===== src/rtl/ahb2_pkg.sv =====
// Shared AMBA2 AHB encodings and bus width defaults used by the AHB2-to-APB bridge.
package ahb2_pkg;

    localparam int AHB2_ADDR_WIDTH = 32;
    localparam int AHB2_DATA_WIDTH = 32;

    localparam logic [1:0] HTRANS_IDLE   = 2'b00;
    localparam logic [1:0] HTRANS_BUSY   = 2'b01;
    localparam logic [1:0] HTRANS_NONSEQ = 2'b10;
    localparam logic [1:0] HTRANS_SEQ    = 2'b11;

    localparam logic [1:0] HRESP_OKAY    = 2'b00;
    localparam logic [1:0] HRESP_ERROR   = 2'b01;

    localparam logic [2:0] HSIZE_WORD    = 3'b010;

endpackage


===== src/rtl/ahb2_apb_bridge.sv =====
// Single-slave AHB2 to APB bridge: each accepted AHB transfer becomes one APB SETUP/ACCESS
// transaction, with AHB wait states until completion and a two-cycle ERROR response on failure.
module ahb2_apb_bridge
    import ahb2_pkg::*;
#(
    parameter int ADDR_WIDTH = AHB2_ADDR_WIDTH,
    parameter int DATA_WIDTH = AHB2_DATA_WIDTH
) (
    input  logic                  hclk,
    input  logic                  hreset,
    input  logic                  hsel,
    input  logic [ADDR_WIDTH-1:0] haddr,
    input  logic [1:0]            htrans,
    input  logic                  hwrite,
    input  logic [2:0]            hsize,
    input  logic [DATA_WIDTH-1:0] hwdata,
    input  logic                  hready,
    output logic                  hreadyout,
    output logic [DATA_WIDTH-1:0] hrdata,
    output logic [1:0]            hresp,
    output logic                  psel,
    output logic                  penable,
    output logic                  pwrite,
    output logic [ADDR_WIDTH-1:0] paddr,
    output logic [DATA_WIDTH-1:0] pwdata,
    input  logic [DATA_WIDTH-1:0] prdata,
    input  logic                  pready,
    input  logic                  pslverr
);

    typedef enum logic [2:0] {
        ST_IDLE,
        ST_WDATA,
        ST_SETUP,
        ST_ACCESS,
        ST_DONE,
        ST_ERR1,
        ST_ERR2
    } state_e;

    state_e                state_q, state_d;
    logic [ADDR_WIDTH-1:0] paddr_q, paddr_d;
    logic                  pwrite_q, pwrite_d;
    logic [DATA_WIDTH-1:0] pwdata_q, pwdata_d;
    logic [DATA_WIDTH-1:0] hrdata_q, hrdata_d;

    logic sampling;
    logic active_trans;
    logic accept;

    // Only states that drive hreadyout high may take a new address phase.
    assign sampling     = (state_q == ST_IDLE) || (state_q == ST_DONE) || (state_q == ST_ERR2);
    assign active_trans = (htrans == HTRANS_NONSEQ) || (htrans == HTRANS_SEQ);
    assign accept       = sampling && hsel && hready && active_trans;

    always_comb begin
        state_d   = state_q;
        paddr_d   = paddr_q;
        pwrite_d  = pwrite_q;
        pwdata_d  = pwdata_q;
        hrdata_d  = hrdata_q;
        psel      = 1'b0;
        penable   = 1'b0;
        hreadyout = 1'b1;
        hresp     = HRESP_OKAY;

        case (state_q)
            ST_IDLE: begin
                state_d = ST_IDLE;
            end
            ST_WDATA: begin
                hreadyout = 1'b0;
                pwdata_d  = hwdata;
                state_d   = ST_SETUP;
            end
            ST_SETUP: begin
                hreadyout = 1'b0;
                psel      = 1'b1;
                state_d   = ST_ACCESS;
            end
            ST_ACCESS: begin
                hreadyout = 1'b0;
                psel      = 1'b1;
                penable   = 1'b1;
                if (pready) begin
                    if (pslverr) begin
                        state_d = ST_ERR1;
                    end else begin
                        state_d = ST_DONE;
                        if (!pwrite_q) begin
                            hrdata_d = prdata;
                        end
                    end
                end
            end
            ST_DONE: begin
                state_d = ST_IDLE;
            end
            ST_ERR1: begin
                hreadyout = 1'b0;
                hresp     = HRESP_ERROR;
                state_d   = ST_ERR2;
            end
            ST_ERR2: begin
                hresp   = HRESP_ERROR;
                state_d = ST_IDLE;
            end
            default: begin
                state_d = ST_IDLE;
            end
        endcase

        // A new address phase overrides the default return to IDLE in the sampling states.
        if (accept) begin
            paddr_d  = haddr;
            pwrite_d = hwrite;
            if (hsize > HSIZE_WORD) begin
                state_d = ST_ERR1;
            end else if (hwrite) begin
                state_d = ST_WDATA;
            end else begin
                state_d = ST_SETUP;
            end
        end
    end

    always_ff @(posedge hclk) begin
        if (hreset) begin
            state_q  <= ST_IDLE;
            paddr_q  <= '0;
            pwrite_q <= 1'b0;
            pwdata_q <= '0;
            hrdata_q <= '0;
        end else begin
            state_q  <= state_d;
            paddr_q  <= paddr_d;
            pwrite_q <= pwrite_d;
            pwdata_q <= pwdata_d;
            hrdata_q <= hrdata_d;
        end
    end

    assign paddr  = paddr_q;
    assign pwrite = pwrite_q;
    assign pwdata = pwdata_q;
    assign hrdata = hrdata_q;

endmodule


===== config.mk =====
export PLATFORM = sky130hd
export DESIGN_NAME = ahb2_apb_bridge
export DESIGN_NICKNAME = d
export VERILOG_FILES = /design/src/rtl/ahb2_pkg.sv /design/src/rtl/ahb2_apb_bridge.sv
export SDC_FILE = /design/constraint.sdc
export NUM_CORES = 1
export LEC_CHECK = 0
export ABC_AREA = 1
export BUFFER_PORTS_ARGS = -buffer_cell sky130_fd_sc_hd__buf_4
export CORE_AREA = 2 2 117 91
export CTS_CLUSTER_DIAMETER = 40
export CTS_CLUSTER_SIZE = 12
export DETAILED_ROUTE_END_ITERATION = 10
export DIE_AREA = 0 0 119 93
export PLACE_DENSITY = 0.8
export REMOVE_ABC_BUFFERS = 1
export SYNTH_ARGS = -nofsm -noshare
export SYNTH_HDL_FRONTEND = slang
export SYNTH_SLANG_ARGS = --single-unit

===== constraint.sdc =====
create_clock -name hclk -period 1.8 [get_ports hclk]
set_clock_uncertainty 0.05 [all_clocks]
set_input_delay 0.36 -clock hclk [delete_from_list [all_inputs] [get_ports hclk]]
set_output_delay 0.36 -clock hclk [all_outputs]
set_load 0.01 [all_outputs]

==> insert_results.sql <==
INSERT INTO impl_metrics (metric_group, metric, value, unit) VALUES
('clock_tree', 'tritoncts', 'done', ''),
('timing', 'post-route-worst-setup-slack', '181', 'ps'),
('floorplan', 'die-area', '11100', 'um^2'),
('power', 'clock_power_share', '0.414', ''),
('timing', 'finalHoldViolations', '0', ''),
('floorplan', 'coreArea', '9970', 'um^2'),
('cells_and_area', 'multi_input_gate_area', '1630', 'um^2'),
('clock_tree', 'htree_levels', '3', ''),
('synth', 'yosys_warnings', '0', ''),
('synth', 'synth_register_bits', '100', ''),
('timing', 'rsz0062_at_grt', 'false', ''),
('worst_hold_path', 'hold_removal_path_class', 'in -> reg', ''),
('clock_tree', 'clkSlewWorstSetupHoldPaths', '60', 'ps'),
('grt', 'antenna_violations_before_repair', '0', ''),
('routing', 'route.detailed.wl_per_inst', '13.4', 'um'),
('power', 'power.sequential.fraction', '0.459', ''),
('timing', 'tns', '0', 'ps'),
('cells_and_area', 'layout.core_utilization', '0.588', ''),
('cells_and_area', 'area_delta_synth_final', '52.0', '%'),
('place', 'dp.final_hpwl', '8.02', 'mm'),
('grt', 'vias_in_the_first_global_route', '3828', ''),
('floorplan', 'num_io_pins', '210', ''),
('clock_tree', 'worstSkewPairLatency', '330', 'ps'),
('cells_and_area', 'final_cell_count_without_fillers', '833', ''),
('routing', 'drt_pass1_iterations', '4', ''),
('cells_and_area', 'final_design_area_no_fill', '5860', 'um^2'),
('routing', 'detail_route.iter0.violations', '245', ''),
('power', 'power.share.switching', '0.223', ''),
('routing', 'routed_via_density', '4.79', ''),
('timing', 'layout_min_cycle_time', '1620', 'ps'),
('routing', 'drt_wl_total', '11.2', 'mm'),
('grt', 'grt-ovfl-total', '0', ''),
('cells_and_area', 'final_layout_size_suffix_gt1_frac', '0.349', ''),
('cells_and_area', 'filler_cell_count', '881', ''),
('worst_setup_path', 'path_cells', 'inv_1 > nor2_1 > o21a_1 > buf_4', ''),
('cells_and_area', 'insertedDiodeCount', '0', ''),
('clock_tree', 'cts.repair_timing.setup_buffer_count', '0', ''),
('routing', 'final_antenna_net_count', '0', ''),
('grt', 'first_pass_grt_wire_length', '18.1', 'mm'),
('synth', 'post-synth-top-area-fraction', '0.519', ''),
('synth', 'synthDominantAreaCellType', 'sky130_fd_sc_hd__dfxtp_1', ''),
('grt', 'grt_util_all_layers', '0.200', ''),
('status', 'status', 'finished, final reports clean', ''),
('floorplan', 'dieHeight', '93', 'um'),
('timing', 'timing.final.crit_share', '0.899', ''),
('timing', 'final_max_slew_viol_count', '0', ''),
('power', 'vdd_ir_drop_max', '678', 'uV'),
('place', 'pre_cts_ws', '297', 'ps'),
('timing', 'setup_viol_count_final', '0', ''),
('cells_and_area', 'seq_area', '2000', 'um^2'),
('place', 'placement.io_buffers', '207', ''),
('floorplan', 'floorplan.rows', '32', ''),
('place', 'dp.cells', '817', ''),
('floorplan', 'die_boundary_width', '119', 'um'),
('synth', 'synthesized_area_per_cell', '7.73', 'um^2'),
('routing', 'route.detailed.drc', '0', ''),
('place', 'place.gp.congestion', '0.796', ''),
('power', 'comb_power_share', '0.128', ''),
('synth', 'post_synth_num_cell_types', '21', ''),
('timing', 'worst_hold_slack', '197', 'ps'),
('synth', 'synthesis.area', '3860', 'um^2'),
('worst_setup_path', 'crit_path_top_delay_cell', 'sky130_fd_sc_hd__dfxtp_1', ''),
('power', 'p_int', '3.97', 'mW'),
('worst_setup_path', 'worstPathArrival', '1210', 'ps'),
('routing', 'vias', '3989', ''),
('clock_tree', 'cts_buffer_count', '9', ''),
('clock_tree', 'cts_root_buffer', 'sky130_fd_sc_hd__clkbuf_16', ''),
('power', 'total_leakage_power', '2.74', 'nW'),
('worst_setup_path', 'worst_path_largest_cell_delay', '440', 'ps'),
('timing', 'timing.max_slew.rel_slack', '0.637', ''),
('clock_tree', 'cts_hold_repair.buffers', '0', '');
## placed cells by master, fill, tap and decap left out, types with 2 or more instances in the layout
cell type	instances
sky130_fd_sc_hd__buf_4	214
sky130_fd_sc_hd__nor2_1	133
sky130_fd_sc_hd__dfxtp_1	100
sky130_fd_sc_hd__nand2_1	76
sky130_fd_sc_hd__a21oi_1	37
sky130_fd_sc_hd__nand3_1	34
sky130_fd_sc_hd__nand3b_1	32
sky130_fd_sc_hd__o21ai_1	18
sky130_fd_sc_hd__o21ai_0	15
sky130_fd_sc_hd__clkbuf_16	9
sky130_fd_sc_hd__inv_1	6
sky130_fd_sc_hd__inv_2	4
sky130_fd_sc_hd__buf_12	4
sky130_fd_sc_hd__clkbuf_8	3
sky130_fd_sc_hd__bufinv_16	2
## kinds of logic (layout without fill, tap and decap cells)
| kind of cell | after synthesis | after routing | share of synthesized area |
|---|---|---|---|
| AOI/OAI and AO/OA | 71 | 71 | 0.0928 |
| and+or+nand+nor | 281 | 281 | 0.328 |
| DFF | 100 | 100 | 0.519 |
| other | 1 | 1 | 0.000972 |
| buffers and inverters | 46 | 244 | 0.0590 |
## layout make-up
cell class,instances,area share
timing repair buffer,218,0.288
inverter,10,0.00640
clock buffer,13,0.0461
tap,136,0.0290
clock inverter,3,0.0115
multi-input combinational,353,0.278
sequential,100,0.342
## registers in the layout, summed over array words and instances, names as in the netlist
signal / count
state_q: 3
pwrite: 1
pwdata: 32
hrdata: 32
paddr: 32
## final timing paths
path,cells past startpoint,slack (ps),from,to
max reg2reg,6,320,state_q[2]$_SDFFE_PP0P_,pwdata[21]$_SDFFE_PP0P_
max,4,180,state_q[1]$_SDFFE_PP0P_,hresp[0]
min reg2reg,2,410,pwdata[3]$_SDFFE_PP0P_,pwdata[3]$_SDFFE_PP0P_
min,3,200,haddr[20],paddr[20]$_SDFFE_PP0P_
## critical path, delay by kind of cell, from the launching register on
| family | cells | cell delay, ps |
|---|---|---|
| and+or+nand+nor | 1 | 130 |
| buffers and inverters | 2 | 180 |
| AOI/OAI and AO/OA | 1 | 130 |
| DFF | 1 | 440 |
## routing by layer
metal,GRT usage,part of all wire,vias to the layer above
met5,0,0,-
met4,0.0635,0.015,0
met3,0.0665,0.078,15
met2,0.336,0.49,161
met1,0.243,0.42,1831
li1,-,-,1982
## synthesized netlist by cell type (all sizes together)
cell type and instances:
nor3 1, o21ai 33, dfxtp 100, a21oi 37
nand2 78, clkbuf 10, conb 1, nand3b 32
inv 10, buf 26, o21a 1, nor2 136
nand3 34
## power groups by stage
| stage | sequential, mW | clock (mW) | combinational [mW] |
|---|---|---|---|
| floorplan | 2.42 | 0 | 0.215 |
| global placement | 2.38 | 0 | 0.641 |
| detailed placement | 2.39 | 0 | 0.654 |
| CTS | 2.34 | 2.18 | 0.656 |
| global route | 2.35 | 2.27 | 0.712 |
| finish | 2.34 | 2.11 | 0.651 |
Power figures use the tool's default switching activity.
